===== src/rtl/chs_pkg.sv =====
// Shared types and constants for the heat/cool actuator controller.
package chs_pkg;

    localparam int CHS_PWR_W   = 4;
    localparam int CHS_MAX_PWR = 8;

    typedef enum logic [1:0] {
        IDLE  = 2'd0,
        RAMP  = 2'd1,
        DRAIN = 2'd2,
        DEAD  = 2'd3
    } chs_state_e;

endpackage


===== src/rtl/chs_pwm_gen.sv =====
// PWM generator: free-running period counter compared against duty, registered output.
module chs_pwm_gen
    import chs_pkg::*;
#(
    parameter int PWR_W   = CHS_PWR_W,
    parameter int MAX_PWR = CHS_MAX_PWR
) (
    input  logic             clk,
    input  logic             rst_n,
    input  logic [PWR_W-1:0] duty,
    input  logic             force_off,
    output logic             pwm
);

    localparam logic [PWR_W-1:0] LAST = PWR_W'(MAX_PWR - 1);

    logic [PWR_W-1:0] pwm_cnt_q;
    logic             pwm_q;

    // Period counter wraps at MAX_PWR-1; duty==MAX_PWR keeps output high every cycle.
    always_ff @(posedge clk or negedge rst_n) begin
        if (!rst_n) begin
            pwm_cnt_q <= '0;
            pwm_q     <= 1'b0;
        end else begin
            pwm_cnt_q <= (pwm_cnt_q == LAST) ? '0 : pwm_cnt_q + 1'b1;
            pwm_q     <= (pwm_cnt_q < duty) && !force_off;
        end
    end

    assign pwm = pwm_q;

endmodule


===== src/rtl/chs_actuator_ctrl.sv =====
// Heater/cooler drive: registers the requested power/mode, slew-limits the
// applied power one step per ramp tick, and drains plus dead-times on a mode swap.
module chs_actuator_ctrl
    import chs_pkg::*;
#(
    parameter int PWR_W    = CHS_PWR_W,
    parameter int MAX_PWR  = CHS_MAX_PWR,
    parameter int RAMP_DIV = 16,
    parameter int DEAD_CYC = 4
) (
    input  logic             clk,
    input  logic             rst_n,
    input  logic [PWR_W-1:0] chs_power,
    input  logic             chs_mode,
    input  logic             en,
    output logic             heat_on,
    output logic             cool_on,
    output logic [PWR_W-1:0] applied_power,
    output logic             applied_mode,
    output logic             busy,
    output logic             power_clamped
);

    localparam int TW = $clog2(RAMP_DIV);
    localparam int DW = $clog2(DEAD_CYC + 1);
    localparam logic [PWR_W-1:0] MAX_P    = PWR_W'(MAX_PWR);
    localparam logic [TW-1:0]    TICK_END = TW'(RAMP_DIV - 1);
    localparam logic [DW-1:0]    DEAD_END = DW'(DEAD_CYC - 1);

    logic [PWR_W-1:0] tgt_pwr_q;
    logic             tgt_mode_q;
    logic             power_clamped_q;
    logic [TW-1:0]    tick_cnt_q;
    logic             tick;

    chs_state_e       state_q, state_d;
    logic [PWR_W-1:0] applied_power_q, applied_power_d;
    logic             applied_mode_q, applied_mode_d;
    logic [DW-1:0]    dead_cnt_q, dead_cnt_d;
    logic             pwm;

    assign tick = (tick_cnt_q == TICK_END);

    // Input stage: clamp and gate the request; also the free-running ramp divider.
    always_ff @(posedge clk or negedge rst_n) begin
        if (!rst_n) begin
            tgt_pwr_q       <= '0;
            tgt_mode_q      <= 1'b0;
            power_clamped_q <= 1'b0;
            tick_cnt_q      <= '0;
        end else begin
            tgt_pwr_q       <= !en ? '0 : ((chs_power > MAX_P) ? MAX_P : chs_power);
            tgt_mode_q      <= chs_mode;
            power_clamped_q <= (chs_power > MAX_P);
            tick_cnt_q      <= tick ? '0 : tick_cnt_q + 1'b1;
        end
    end

    // FSM state and applied power/mode registers.
    always_ff @(posedge clk or negedge rst_n) begin
        if (!rst_n) begin
            state_q         <= IDLE;
            applied_power_q <= '0;
            applied_mode_q  <= 1'b0;
            dead_cnt_q      <= '0;
        end else begin
            state_q         <= state_d;
            applied_power_q <= applied_power_d;
            applied_mode_q  <= applied_mode_d;
            dead_cnt_q      <= dead_cnt_d;
        end
    end

    // Next-state logic: mode mismatch always drains first; power never jumps more than one step.
    always_comb begin
        state_d         = state_q;
        applied_power_d = applied_power_q;
        applied_mode_d  = applied_mode_q;
        dead_cnt_d      = dead_cnt_q;
        unique case (state_q)
            IDLE: begin
                if (tgt_pwr_q != '0) begin
                    if (tgt_mode_q == applied_mode_q) begin
                        state_d = RAMP;
                    end else begin
                        state_d    = DEAD;
                        dead_cnt_d = '0;
                    end
                end
            end
            RAMP: begin
                if (tgt_mode_q != applied_mode_q) begin
                    state_d = DRAIN;
                end else if (applied_power_q == '0 && tgt_pwr_q == '0) begin
                    state_d = IDLE;
                end else if (tick) begin
                    if (applied_power_q < tgt_pwr_q) begin
                        applied_power_d = applied_power_q + 1'b1;
                    end else if (applied_power_q > tgt_pwr_q) begin
                        applied_power_d = applied_power_q - 1'b1;
                    end
                end
            end
            DRAIN: begin
                if (tgt_mode_q == applied_mode_q) begin
                    state_d = RAMP;
                end else if (applied_power_q == '0) begin
                    state_d    = DEAD;
                    dead_cnt_d = '0;
                end else if (tick) begin
                    applied_power_d = applied_power_q - 1'b1;
                end
            end
            DEAD: begin
                // Mode is sampled only on exit; changes during dead time do not restart it.
                if (dead_cnt_q == DEAD_END) begin
                    applied_mode_d = tgt_mode_q;
                    state_d        = IDLE;
                end else begin
                    dead_cnt_d = dead_cnt_q + 1'b1;
                end
            end
            default: state_d = IDLE;
        endcase
    end

    chs_pwm_gen #(
        .PWR_W   (PWR_W),
        .MAX_PWR (MAX_PWR)
    ) u_pwm (
        .clk       (clk),
        .rst_n     (rst_n),
        .duty      (applied_power_q),
        .force_off (state_q == DEAD),
        .pwm       (pwm)
    );

    // Steering one PWM stream by a single mode bit makes heat and cool mutually exclusive.
    assign heat_on       = pwm & applied_mode_q;
    assign cool_on       = pwm & ~applied_mode_q;
    assign applied_power = applied_power_q;
    assign applied_mode  = applied_mode_q;
    assign busy          = (state_q != IDLE) || (applied_power_q != tgt_pwr_q);
    assign power_clamped = power_clamped_q;

endmodule

===== config.mk =====
export PLATFORM = sky130hd
export DESIGN_NAME = chs_actuator_ctrl
export DESIGN_NICKNAME = d
export VERILOG_FILES = /design/src/rtl/chs_pkg.sv /design/src/rtl/chs_pwm_gen.sv /design/src/rtl/chs_actuator_ctrl.sv
export SDC_FILE = /design/constraint.sdc
export NUM_CORES = 1
export LEC_CHECK = 0
export BUFFER_PORTS_ARGS = -buffer_cell sky130_fd_sc_hd__buf_2
export CAP_MARGIN = 25
export CORE_UTILIZATION = 50
export DETAILED_ROUTE_END_ITERATION = 8
export PLACE_DENSITY = 0.67
export SLEW_MARGIN = 20
export SYNTH_ARGS = -nofsm -noshare
export SYNTH_HDL_FRONTEND = slang
export SYNTH_HIERARCHICAL = 1
export SYNTH_SLANG_ARGS = --single-unit

===== constraint.sdc =====
create_clock -name clk -period 2 [get_ports clk]
set_input_delay 0.2 -clock clk [delete_from_list [all_inputs] [get_ports clk]]
set_output_delay 0.2 -clock clk [all_outputs]
set_load 0.05 [all_outputs]

=== Word-level counts from Yosys, hierarchy flattened ===
Cells that the tools add are included.

* Bits of input ports: 8
* Output and inout port bits: 9
* Flip-flop bits (word level): 25

* Multiplexer cells: 27
* Order comparisons: 4
* Equal/unequal tests: 23
* Reduce and logical (&&, ||, !) cells: 15
* Bitwise logic cells: 3
* Add/subtract/negate cells: 5

{| class="wikitable"
|+ Operator list
! cell !! count
|-
| $mux 4 || 12
|-
| $ne 2x2->1 const B || 11
|-
| $mux 3 || 5
|-
| $mux 2 || 7
|-
| $add 4x1->4 const B || 3
|-
| $ne 3x3->1 const B || 3
|-
| $pmux 3 s3 || 1
|-
| $logic_not 4->1 || 2
|-
| $lt 4x4->1 || 2
|-
| $pmux 2 s4 || 1
|-
| $pmux 4 s2 || 1
|-
| $reduce_and 8->1 || 1
|-
| $reduce_and 6->1 || 1
|-
| $eq 2x2->1 const B || 2
|-
| $eq 4x3->1 const B || 1
|-
| $eq 4x4->1 const B || 1
|-
| $gt 4x4->1 || 1
|-
| $gt 4x4->1 const B || 1
|-
| $ne 4x4->1 || 1
|-
| $reduce_and 4->1 || 1
|-
| $reduce_bool 2->1 || 2
|-
| $reduce_bool 4->1 || 1
|-
| $sub 4x1->4 const B || 1
|-
| $add 3x1->3 const B || 1
|-
| other kinds (12) || 14
|}

=== Logic depth before layout (Yosys ltp) ===
Gate-level depths: netlist (run 1).

* Word-level depth: 7
* Depth in mapped cells: 7
* Depth with buffers taken out: 7

=== Modules after synthesis ===
Netlist (run 1), hierarchy kept.

{| class="wikitable"
|+ Modules (own cells, without submodules)
! module !! area an instance (um2) !! times used !! cells an instance
|-
| chs_actuator_ctrl || 1182.4 || 1 || 110
|-
| chs_pwm_gen || 257.7 || 1 || 24
|}

=== Worst setup path before layout (run 1) ===
OpenSTA, ideal clock, no wires.

* Kind: register to register
* From: reg applied_power_q[0], in the netlist applied_power[0]
* To: reg dead_cnt_q[0]
* Setup slack: -0.043 ns
* Arrival: 1.916 ns
* Setup time: 0.128 ns
* Stages on the path, launching flop included: 8
* Path buffers: 0
* Cells stage by stage: dfrtp_1 inv_1 ha_1 nor3b_2 nand3_1 o21ai_2 a21oi_2 mux2_1

* Cells in the longest elaborated chain, start to end: 3

{| class="wikitable"
|+ Ends and longest elaborated chain
! element !! RTL line !! RTL
|-
| start: declaration || chs_actuator_ctrl.sv:37 || <nowiki>logic [PWR_W-1:0] applied_power_q, applied_power_d;</nowiki>
|-
| start signal: assignment || chs_actuator_ctrl.sv:68 || <nowiki>applied_power_q <= applied_power_d;</nowiki>
|-
| $logic_not 4->1 || chs_actuator_ctrl.sv:107 || <nowiki>end else if (applied_power_q == '0) begin</nowiki>
|-
| $ne 2x2->1 (no source line) || -- ||
|-
| $reduce_and 6->1 (no source line) || -- ||
|-
| end signal: assignment || chs_actuator_ctrl.sv:70 || <nowiki>dead_cnt_q <= dead_cnt_d;</nowiki>
|-
| end: declaration || chs_actuator_ctrl.sv:39 || <nowiki>logic [DW-1:0] dead_cnt_q, dead_cnt_d;</nowiki>
|}

Every way passes these cells.
A chain may end at the register's enable or synchronous reset.

=== Worst setup path after layout (run 1) ===
* From: reg tgt_pwr_q[3]
* To: out busy

* Cells in the longest elaborated chain, start to end: 2

{| class="wikitable"
|+ Ends and longest elaborated chain
! element !! RTL line !! RTL
|-
| start: declaration || chs_actuator_ctrl.sv:30 || <nowiki>logic [PWR_W-1:0] tgt_pwr_q;</nowiki>
|-
| start signal: assignment || chs_actuator_ctrl.sv:52 || <nowiki>tgt_pwr_q <= !en ? '0 : ((chs_power > MAX_P) ? MAX_P : chs_power);</nowiki>
|-
| $ne 4x4->1 || chs_actuator_ctrl.sv:143 || <nowiki>assign busy = (state_q != IDLE) || (applied_power_q != tgt_pwr_q);</nowiki>
|-
| $logic_or 1x1->1 || chs_actuator_ctrl.sv:143 ||
|-
| end: declaration || chs_actuator_ctrl.sv:20 || <nowiki>output logic busy,</nowiki>
|}

Every way passes these cells.

==> results of run 1 <==
## cell type report
cell class,instances,area (µm²)
repair buffers,27,174
inverters,16,60.1
clock buffers,4,26.3
multi-input cells,91,763
well taps,31,38.8
flip-flops and latches,25,629
fillers,234,1040
## cells in the mapped netlist (3+ instances only)
| cell | number |
|---|---|
| a21oi_1 | 3 |
| a21oi_2 | 3 |
| and2_1 | 4 |
| dfrtp_1 | 25 |
| ha_1 | 13 |
| inv_1 | 14 |
| mux2_1 | 3 |
| nand2_1 | 7 |
| nand3_1 | 6 |
| nor3_1 | 3 |
| o21ai_0 | 7 |
| xnor2_1 | 3 |
| xor2_1 | 5 |
## how the worst min path moves through the flow
stage / end / slack [ns]
finish: tgt_pwr_q[3] / 0.1
global route: tgt_pwr_q[1] / 0.09
CTS: tgt_pwr_q[3] / 0.10
detailed placement: applied_power[2] / 0.22
global placement: applied_power[2] / 0.21
floorplan: applied_mode / -0.1
## logic make-up after synthesis
logic type                 share of synthesized area, %
AOI/OAI and AO/OA                                  14.6
adders and majority gates                          11.3
buffers and inverters                              4.87
xor gates and xnor gates                           4.87
muxes                                              3.13
and+or+nand+nor                                    17.8
DFF                                                43.4
## through the flow
step | setup WS (ns) | TNS, ns | instance area (µm²)
2_1_floorplan | 0.0174 | 0 | 1440
3_3_place_gp | 0.191 | 0 | 1570
3_5_place_dp | 0.111 | 0 | 1570
4_1_cts | 0.0000880 | 0 | 1620
5_1_grt | -0.0428 | -0.0633 | 1690
6_report | 0.0664 | 0 | 1690
## timing repair
action,4_1_cts,5_1_grt
buffers inserted,0,6
resized for setup,1,6
hold buffers,2,0
setup endpoints to repair,1,7
endpoints found under the hold margin,26,0
## where the power goes
group / leakage (nW) / internal (mW) / switching [mW]
Sequential: 0.318 / 0.607 / 0.151
Combinational: 0.488 / 0.535 / 0.811
Clock: 0.0150 / 0.0777 / 0.146
## flip-flops by register name (all words and copies together), names as in the netlist, 2 cells and up
signal and count:
dead_cnt_q 3, u_pwm/pwm_cnt_q 4, tgt_pwr_q 4, state_q 2, applied_power 4, tick_cnt_q 4
## routing by layer
layer	up-vias	part of all wire, %	global-route usage [%]
met5	-	0	0
met2	46	51	33.4
met1	546	43	23.2
li1	529	-	-
met4	0	1.7	7.50
met3	8	3.7	3.02
## critical path, cell delays in order (launching register included)
cell and delay, ns:
dfrtp_1 0.40, inv_1 0.05, ha_1 0.34, nand4_1 0.12, or3_1 0.35, buf_6 0.17
==> results.md, run 1 <==
| Quantity | Reported | Unit |
|:---|:---|:---|
| Synth Net Count | 155 | - |
| Floorplan die area | 3100 | µm² |
| Total number of vias | 1129 | - |
| Leading cell type in the layout, fill and taps excluded | dfrtp_1 | - |
| Slew of the pin with the lowest slew margin | 0.539 | ns |
| Die Span Y | 55.7 | µm |
| Root Buffer Master | clkbuf_4 | - |
| Count of synthesis-stage warnings from yosys | 6 | - |
| DRC violation count after routing | 0 | - |
| Number of antenna violations at the first check in global routing | 0 | - |
| Top FF cell, synth | dfrtp_1 | - |
| Netlist Area Pre-Place | 1440 | µm² |
| TritonCTS clock tree | built | - |
| Number of clock sinks | 25 | - |
| Setup crit start | tgt_pwr_q[3] | - |
| Hold crit path type | primary input to flop | - |
| Post-synthesis cell type count | 40 | - |
| Clock buffer depth | 2 | - |
| Mapped Avg Cell Area | 10.7 | µm² |
| Global-route total usage across every layer | 19.0 | % |
| Port Buffer Count | 16 | - |
| Initial core utilization | 52.7 | % |
| Post-synthesis async set-or-reset flop share | 100 | % |
| Setup violators final | 0 | - |
| Std-Cell Core Area | 2730 | µm² |
| Required time of the critical path | 1.80 | ns |
| Post-detailed-route count of antenna-violating nets | 0 | - |
| Worst Setup Start Kind | flop | - |
| Pwr/cell area | 1380 | nW/µm² |
| Global-route wire length before repair | 4650 | µm |
| Share of the cycle needed by the critical path after routing | 96.7 | % |
| Detailed-route vias per instance | 5.82 | - |
| Finished Core Util | 61.9 | % |
| Number of antenna repair diodes | 0 | - |
| Top cells by area in the synthesized netlist | dfrtp_1 43%, ha_1 11%, inv_1 3.6%, xor2_1 3.0%, nor4_4 3.0% | - |
| Max frequency | 0.517 | GHz |
| Depth of the worst register-to-register path | 7 | - |
| Start point of the worst hold path | en | - |
| Number of nets in the layout | 185 | - |
| Non-Filler Instances | 194 | - |
| CTS Buf Count | 3 | - |
| Largest net degree at the start of global routing | 26 | - |
| Number of cells traversed by the worst hold path | 2 | - |
| Max transition margin | 64.1 | % |
| Min Tclk post-route | 1.93 | ns |
| Number of flip-flops and latches in the synthesized netlist | 25 | - |
| Depth of the CTS H-tree | 1 | - |
| Number of global-route vias before repair | 1088 | - |
| Crit path arrival time | 1.73 | ns |
| Ports | 17 | - |
| Worst Setup Path Type | flop to output port | - |
| Number of hold-slack violations in the final timing report | 0 | - |
| Commonest cells after routing, fill and taps aside | 22 x dfrtp_1, 15 x buf_2, 14 x inv_1 | - |
| Clk slew on worst S/H paths | 0.14 | ns |
| Routed wire length per instance | 14.7 | µm |
| Register-to-register setup slack | 0.13 | ns |
| RePlAce Congestion | 0.797 | - |
| Number of violations of the max-capacitance limit | 0 | - |
| Clock insertion delay at the later pin of the skew report | 0.31 | ns |
| Area fraction of the dominant cell type after synthesis | 43.4 | % |
| Top cell type by total area after synthesis | dfrtp_1 | - |
| Critical path peak fanout | 4 | - |
| Area growth from synthesis to final layout | 17.5 | % |
| Sum of overflow across all layers after global routing | 0 | - |
| Final-report max-slew violation count | 0 | - |
| Wire length after detailed routing | 2860 | µm |
| Number of enable flip-flop cells after synthesis | 0 | - |
| Number of iterations in the first detailed-routing pass | 4 | - |
| Largest voltage drop on the vdd net | 767 | µV |
| Sequential element share of the synthesized area | 43.4 | % |
| FF-to-FF End | applied_power[3] | - |
| Worst hold slack | 0.0993 | ns |
| Synthesized instance count | 134 | - |
| Critical register-to-register path startpoint | tgt_pwr_q[3] | - |
| # placed instances | 182 | - |
| HPWL reported at the end of detailed placement | 2060 | µm |
| Post-route clock skew | 0.00604 | ns |
| Number of standard-cell rows in the floorplan | 19 | - |
| First-iteration detailed-routing DRC count | 44 | - |
| Run status | complete, no violations | - |
| Fraction of layout instances using a drive strength above 1 | 30.1 | % |
| Total leakage power | 0.820 | nW |
| Total power after layout | 2.33 | mW |
| CP Capture Point | busy | - |
| Die width | 55.7 | µm |
| Setup crit end kind | output port | - |
Power figures use the tool's default switching activity.
==> run 2, diff against run 1 <==
--- a/config.mk
+++ b/config.mk
@@ -7,11 +7,10 @@
 export LEC_CHECK = 0
 export BUFFER_PORTS_ARGS = -buffer_cell sky130_fd_sc_hd__buf_2
 export CAP_MARGIN = 25
+export CORE_ASPECT_RATIO = 1.25
 export CORE_UTILIZATION = 50
 export DETAILED_ROUTE_END_ITERATION = 8
 export PLACE_DENSITY = 0.67
-export SLEW_MARGIN = 20
 export SYNTH_ARGS = -nofsm -noshare
 export SYNTH_HDL_FRONTEND = slang
-export SYNTH_HIERARCHICAL = 1
 export SYNTH_SLANG_ARGS = --single-unit
==> run 2 against run 1 <==
  * Register-to-register slack improved by 0.07 ns
  * Hold slack got worse by 0.024 ns
  * Die area fell by 6.3%
  * Clock-buffer cell count did not move
  * Worst setup slack improved by 0.0070 ns
  * First-iteration DRC count fell by 30%
  * Via count fell by 9.2%
  * Clock skew fell by 0.0049 ns
  * Area after synthesis fell by 6.6%
  * Core utilization rose by 1.3 points
  * Critical path depth fell by 1
  * Fmax rose by 0.36%
  * Critical path type unchanged
  * Critical endpoint unchanged
==> results.md, run 2 <==
| Quantity | Reported | Unit |
|:---|:---|:---|
| Run status | complete, no violations | - |
| Depth of the CTS H-tree | 1 | - |
| Clock insertion delay at the later pin of the skew report | 0.33 | ns |
| Minimum setup slack after placement | 0.119 | ns |
| Global-route total usage across every layer | 20.7 | % |
| Synth Net Count | 145 | - |
| Critical path peak fanout | 6 | - |
| Number of violations of the max-capacitance limit | 0 | - |
| Number of global-route vias before repair | 1010 | - |
| Final Worst Setup Slack | 0.0734 | ns |
| Number of antenna violations at the first check in global routing | 0 | - |
| Number of clock sinks | 25 | - |
| Wire length after detailed routing | 2490 | µm |
| Final instance area | 1580 | µm² |
| Port Buffer Count | 16 | - |
| Routed wire length per instance | 13.5 | µm |
| Count of synthesis-stage warnings from yosys | 0 | - |
| Fraction of layout instances using a drive strength above 1 | 28.3 | % |
| Filler cells | 209 | - |
| Synthesized instance count | 124 | - |
| Number of flip-flops and latches in the synthesized netlist | 25 | - |
| Area growth from synthesis to final layout | 17.6 | % |
| Top cell types by occurrence after synthesis | 25 x dfrtp_1, 13 x ha_1, 12 x inv_1 | - |
| First-iteration detailed-routing DRC count | 31 | - |
| Most repeated cell in the gate-level netlist after synthesis | dfrtp_1 | - |
| Mapped Avg Cell Area | 10.8 | µm² |
| Post-route clock skew | 0.00118 | ns |
| Combinational share of power | 49.6 | % |
| DRC violation count after routing | 0 | - |
| Number of hold-slack violations in the final timing report | 0 | - |
| Net Sw Frac | 42.0 | % |
| Hold crit path type | primary input to flop | - |
| Worst Setup Start Kind | flop | - |
| CTS Buf Count | 3 | - |
| Sum of overflow across all layers after global routing | 0 | - |
| RePlAce Congestion | 0.780 | - |
| Detailed-route vias per instance | 5.54 | - |
| Slew of the pin with the lowest slew margin | 0.549 | ns |
| Initial core utilization | 53.8 | % |
| Min Tclk post-route | 1.93 | ns |
| Number of antenna repair diodes | 0 | - |
| Crit path arrival time | 1.73 | ns |
| Die width | 48.4 | µm |
| Area fraction of the dominant cell type after synthesis | 46.5 | % |
| Largest net degree at the start of global routing | 26 | - |
| Unrepaired setup endpoints after global routing | false | - |
| Ports | 17 | - |
| Netlist Area Pre-Place | 1350 | µm² |
| Sequential element share of the synthesized area | 46.5 | % |
| Total leakage power | 0.741 | nW |
| Number of iterations in the first detailed-routing pass | 4 | - |
| Root Buffer Master | clkbuf_4 | - |
| Commonest cells after routing, fill and taps aside | 22 x dfrtp_1, 15 x buf_2, 13 x ha_1 | - |
| Setup violators final | 0 | - |
| Finished Core Util | 63.2 | % |
| Final-report max-slew violation count | 0 | - |
| Max transition margin | 63.4 | % |
| Number of standard-cell rows in the floorplan | 20 | - |
| Cell area after placement | 1500 | µm² |
| Post-synthesis cell type count | 40 | - |
| Pwr/cell area | 1140 | nW/µm² |
| Clk slew on worst S/H paths | 0.14 | ns |
| Total number of vias | 1025 | - |
| Share of the cycle needed by the critical path after routing | 96.3 | % |
| Final sum of negative setup slack | 0 | ns |
| Leading cell type in the layout, fill and taps excluded | dfrtp_1 | - |
| Global-route wire length before repair | 4410 | µm |
| Switching pwr | 0.757 | mW |
| Clock buffer depth | 2 | - |
| HPWL reported at the end of detailed placement | 1890 | µm |
| Number of nets in the layout | 174 | - |
| Clock group share of total power | 13.2 | % |
| Post-detailed-route count of antenna-violating nets | 0 | - |
| Total power after layout | 1.80 | mW |
| Max frequency | 0.519 | GHz |
| Top cell type by total area after synthesis | dfrtp_1 | - |
| Std-Cell Core Area | 2500 | µm² |
| Floorplan die area | 2900 | µm² |
| TritonCTS clock tree | built | - |
| Die Span Y | 60.0 | µm |
| Top cells by area in the synthesized netlist | dfrtp_1 47%, ha_1 12%, inv_1 3.3%, xnor2_1 3.3%, o21ai_0 2.6% | - |
| Cell Int Power | 1.05 | mW |
| Largest voltage drop on the vdd net | 623 | µV |
| Worst Setup Path Type | flop to output port | - |
| Setup crit end kind | output port | - |
| Required time of the critical path | 1.80 | ns |
| Top FF cell, synth | dfrtp_1 | - |
| Post-synthesis async set-or-reset flop share | 100 | % |
| Proportion of power drawn by flip-flops and latches | 37.1 | % |
| Number of enable flip-flop cells after synthesis | 0 | - |
run 2: cell types whose count changed after synthesis, sizes merged, moves of 2 or more:
cell    change
nor4        -3
nand2       -2
and3        -2
xnor2       +2
inv         -4
mux2        -2
xor2        -2
o21ai       -2
nand2b      +2
run 2: stage by stage:
stage / hold WS, ns / std cells
6_report: 0.0750 / 185
3_5_place_dp: 0.223 / 176
3_3_place_gp: 0.213 / 176
4_1_cts: 0.0774 / 182
2_1_floorplan: -0.0956 / 124
5_1_grt: 0.0686 / 185
run 2: power groups by stage:
stage | Sequential, mW | Clock (mW) | Combinational (mW)
2_1_floorplan | 0.756 | 0 | 0.535
3_3_place_gp | 0.675 | 0 | 0.814
3_5_place_dp | 0.680 | 0 | 0.841
4_1_cts | 0.670 | 0.238 | 0.848
5_1_grt | 0.682 | 0.262 | 0.984
6_report | 0.669 | 0.239 | 0.895
run 2: logic make-up after synthesis:
group                    share of synthesized area, %
multiplexers                                     1.67
AND/OR/NAND/NOR                                  14.0
buffers and inverters                            4.00
XOR/XNOR                                         5.21
adder cells (fa/ha/maj)                          12.1
AO/OA/AOI/OAI                                    16.5
flip-flops                                       46.5
run 2: layout make-up:
class                           count  area, µm²  share of cell area (%)
Clock buffer                        4       26.3                    1.66
Inverter                           12       45.0                    2.85
Multi-Input combinational cell     85        677                    42.8
Sequential cell                    25        629                    39.8
Tap cell                           33       41.3                    2.61
Timing Repair Buffer               26        163                    10.3
run 2: final timing paths:
path	from	endpoint	slack, ns	cells past startpoint
min	chs_power[2]	tgt_pwr_q[2]	0.07	2
max	applied_power[1]	busy	0.07	4
min reg2reg	u_pwm.pwm_cnt_q[0]	u_pwm.pwm_cnt_q[0]	0.50	1
max in group asynchronous	rst_n	applied_power[0]	1.25	2
min in group asynchronous	rst_n	dead_cnt_q[2]	0.36	2
max reg2reg	applied_power[3]	applied_power[2]	0.20	7
run 2: timing repair:
item	CTS	global route
gates resized for setup	0	5
setup buffers	0	3
hold buffers	2	0
endpoints found under the hold margin	26	0
endpoints found under the setup margin	0	4
run 2: worst max-delay path, stage by stage (launching register included):
cell,delay (ns)
dfrtp_2,0.47
ha_1,0.31
nand4_1,0.10
or3_1,0.32
buf_4,0.20
run 2: routing by layer:
metal / part of all wire [%] / global-route usage [%] / wire length, µm / up-vias
met3: 3.1 / 3.05 / 77 / 5
met5: 0 / 0 / 0 / -
met2: 51 / 37.6 / 1270 / 19
met4: 2.0 / 10.9 / 51 / 0
met1: 44 / 24.0 / 1090 / 503
li1: - / - / - / 498
==> run 3, diff against run 2 <==
--- a/config.mk
+++ b/config.mk
@@ -5,7 +5,7 @@
 export SDC_FILE = /design/constraint.sdc
 export NUM_CORES = 1
 export LEC_CHECK = 0
-export BUFFER_PORTS_ARGS = -buffer_cell sky130_fd_sc_hd__buf_2
+export BUFFER_PORTS_ARGS = -buffer_cell sky130_fd_sc_hd__clkbuf_2
 export CAP_MARGIN = 25
 export CORE_ASPECT_RATIO = 1.25
 export CORE_UTILIZATION = 50
==> run 3 against run 2 <==
  * Register-to-register slack worse by 0.08 ns
  * Via count is 1.1% higher
  * Critical path depth stayed put
  * Clock-buffer cell count stayed put
  * Sequential share of layout area is 0.19 points lower
  * Largest power group unchanged
==> results.md, run 3 (same netlist as run 2, synthesis figures left out) <==
| Quantity | Reported | Unit |
|:---|:---|:---|
| Run status | complete, no violations | - |
| Final sum of negative setup slack | 0 | ns |
| Largest voltage drop on the vdd net | 621 | µV |
| Setup crit end kind | output port | - |
| Std-Cell Core Area | 2500 | µm² |
| Worst Setup Path Type | flop to output port | - |
| Cell Int Power | 1.04 | mW |
| Filler cells | 211 | - |
| Root Buffer Master | clkbuf_4 | - |
| Floorplan die area | 2900 | µm² |
| Global-route total usage across every layer | 19.7 | % |
| Worst Setup Start Kind | flop | - |
| TritonCTS clock tree | built | - |
| Number of nets in the layout | 175 | - |
| Die width | 48.4 | µm |
| Leading cell type in the layout, fill and taps excluded | dfrtp_1 | - |
| Final-report max-slew violation count | 0 | - |
| Clock group share of total power | 12.9 | % |
| Post-route clock skew | 0.0179 | ns |
| Number of global-route vias before repair | 1004 | - |
| Unrepaired setup endpoints after global routing | false | - |
| Number of iterations in the first detailed-routing pass | 4 | - |
| Clk slew on worst S/H paths | 0.14 | ns |
| Slew of the pin with the lowest slew margin | 0.615 | ns |
| Clock insertion delay at the later pin of the skew report | 0.33 | ns |
| Max frequency | 0.517 | GHz |
| Minimum setup slack after placement | 0.0690 | ns |
| Number of standard-cell rows in the floorplan | 20 | - |
| Switching pwr | 0.739 | mW |
| Total number of vias | 1036 | - |
| Detailed-route vias per instance | 5.57 | - |
| Number of antenna violations at the first check in global routing | 0 | - |
| Number of violations of the max-capacitance limit | 0 | - |
| Min Tclk post-route | 1.93 | ns |
| Port Buffer Count | 16 | - |
| Global-route wire length before repair | 4290 | µm |
| Pwr/cell area | 1120 | nW/µm² |
| Number of hold-slack violations in the final timing report | 0 | - |
| Finished Core Util | 63.5 | % |
| Die Span Y | 60.0 | µm |
| Cell area after placement | 1500 | µm² |
| Final Worst Setup Slack | 0.0669 | ns |
| Proportion of power drawn by flip-flops and latches | 37.6 | % |
| HPWL reported at the end of detailed placement | 1890 | µm |
| Crit path arrival time | 1.73 | ns |
| Initial core utilization | 53.8 | % |
| Clock buffer depth | 2 | - |
| Largest net degree at the start of global routing | 26 | - |
| Hold crit path type | primary input to flop | - |
| Depth of the CTS H-tree | 1 | - |
| Fraction of layout instances using a drive strength above 1 | 28.8 | % |
| Ports | 17 | - |
| Required time of the critical path | 1.80 | ns |
| CTS Buf Count | 3 | - |
| Routed wire length per instance | 13.4 | µm |
| Sum of overflow across all layers after global routing | 0 | - |
| Number of antenna repair diodes | 0 | - |
| Post-detailed-route count of antenna-violating nets | 0 | - |
| Area growth from synthesis to final layout | 18.1 | % |
| Setup violators final | 0 | - |
| Max transition margin | 59.0 | % |
| Register area | 629 | µm² |
| Total area of multi-input combinational cells | 677 | µm² |
| Net Sw Frac | 41.6 | % |
| RePlAce Congestion | 0.763 | - |
| Number of clock sinks | 25 | - |
| Wire length after detailed routing | 2500 | µm |
| Total leakage power | 0.744 | nW |
| Combinational share of power | 49.5 | % |
| First-iteration detailed-routing DRC count | 16 | - |
| Share of the cycle needed by the critical path after routing | 96.7 | % |
| Commonest cells after routing, fill and taps aside | 22 x dfrtp_1, 15 x clkbuf_2, 13 x ha_1 | - |
| Final instance area | 1590 | µm² |
| Critical path peak fanout | 3 | - |
| DRC violation count after routing | 0 | - |
| Total power after layout | 1.78 | mW |
## run 3: changes by cell type in the layout (fill, tap and decap cells not counted), sizes merged
cell    delta
buf       -14
clkbuf    +15
## run 3: per-layer routing
layer  share of wire, %  global-route usage [%]
met3                4.3                    3.56
met5                  0                       0
met4                2.1                    8.82
met2                 53                    38.2
met1                 41                    21.0
## run 3: repair_timing
item | 4_1_cts | 5_1_grt
setup buffers | 0 | 4
endpoints found under the setup margin | 0 | 3
gates resized for setup | 0 | 6
hold buffers | 2 | 0
endpoints found under the hold margin | 26 | 0
## run 3: final cells by class
type                            count  share of cell area (%)
Clock buffer                        4                    1.65
Timing Repair Buffer               27                    10.7
Tap cell                           33                    2.60
Inverter                           12                    2.83
Multi-Input combinational cell     85                    42.6
Sequential cell                    25                    39.6
## run 3: through the flow
step                hold slack [ns]  std cells
finish                       0.0740        186
CTS                          0.0782        182
global placement              0.235        176
detailed placement            0.244        176
global route                 0.0784        186
floorplan                   -0.0956        124
## run 3: path summary, 6_finish.rpt
check,from,slack [ns],cells after the start,to
setup / recovery,applied_power[3],0.07,4,busy
hold / removal,chs_power[3],0.07,2,power_clamped
setup reg to reg,applied_power[3],0.12,7,applied_power[3]
hold reg to reg,u_pwm.pwm_cnt_q[0],0.48,1,u_pwm.pwm_cnt_q[0]
max in group asynchronous,rst_n,1.18,2,applied_power[1]
min in group asynchronous,rst_n,0.39,2,dead_cnt_q[0]
## run 3: worst max-delay path, cell delays in order, from the launching register on
cell and delay (ns):
dfrtp_2 0.44, ha_1 0.33, nand4_1 0.11, or3_1 0.33, buf_4 0.20
## run 3: power by group through the flow
stage               clock (mW)  combinational [mW]  sequential [mW]
finish                   0.230               0.880            0.667
global route             0.253               0.969            0.684
CTS                      0.238               0.841            0.672
detailed placement           0               0.832            0.683
global placement             0               0.814            0.676
floorplan                    0               0.535            0.756
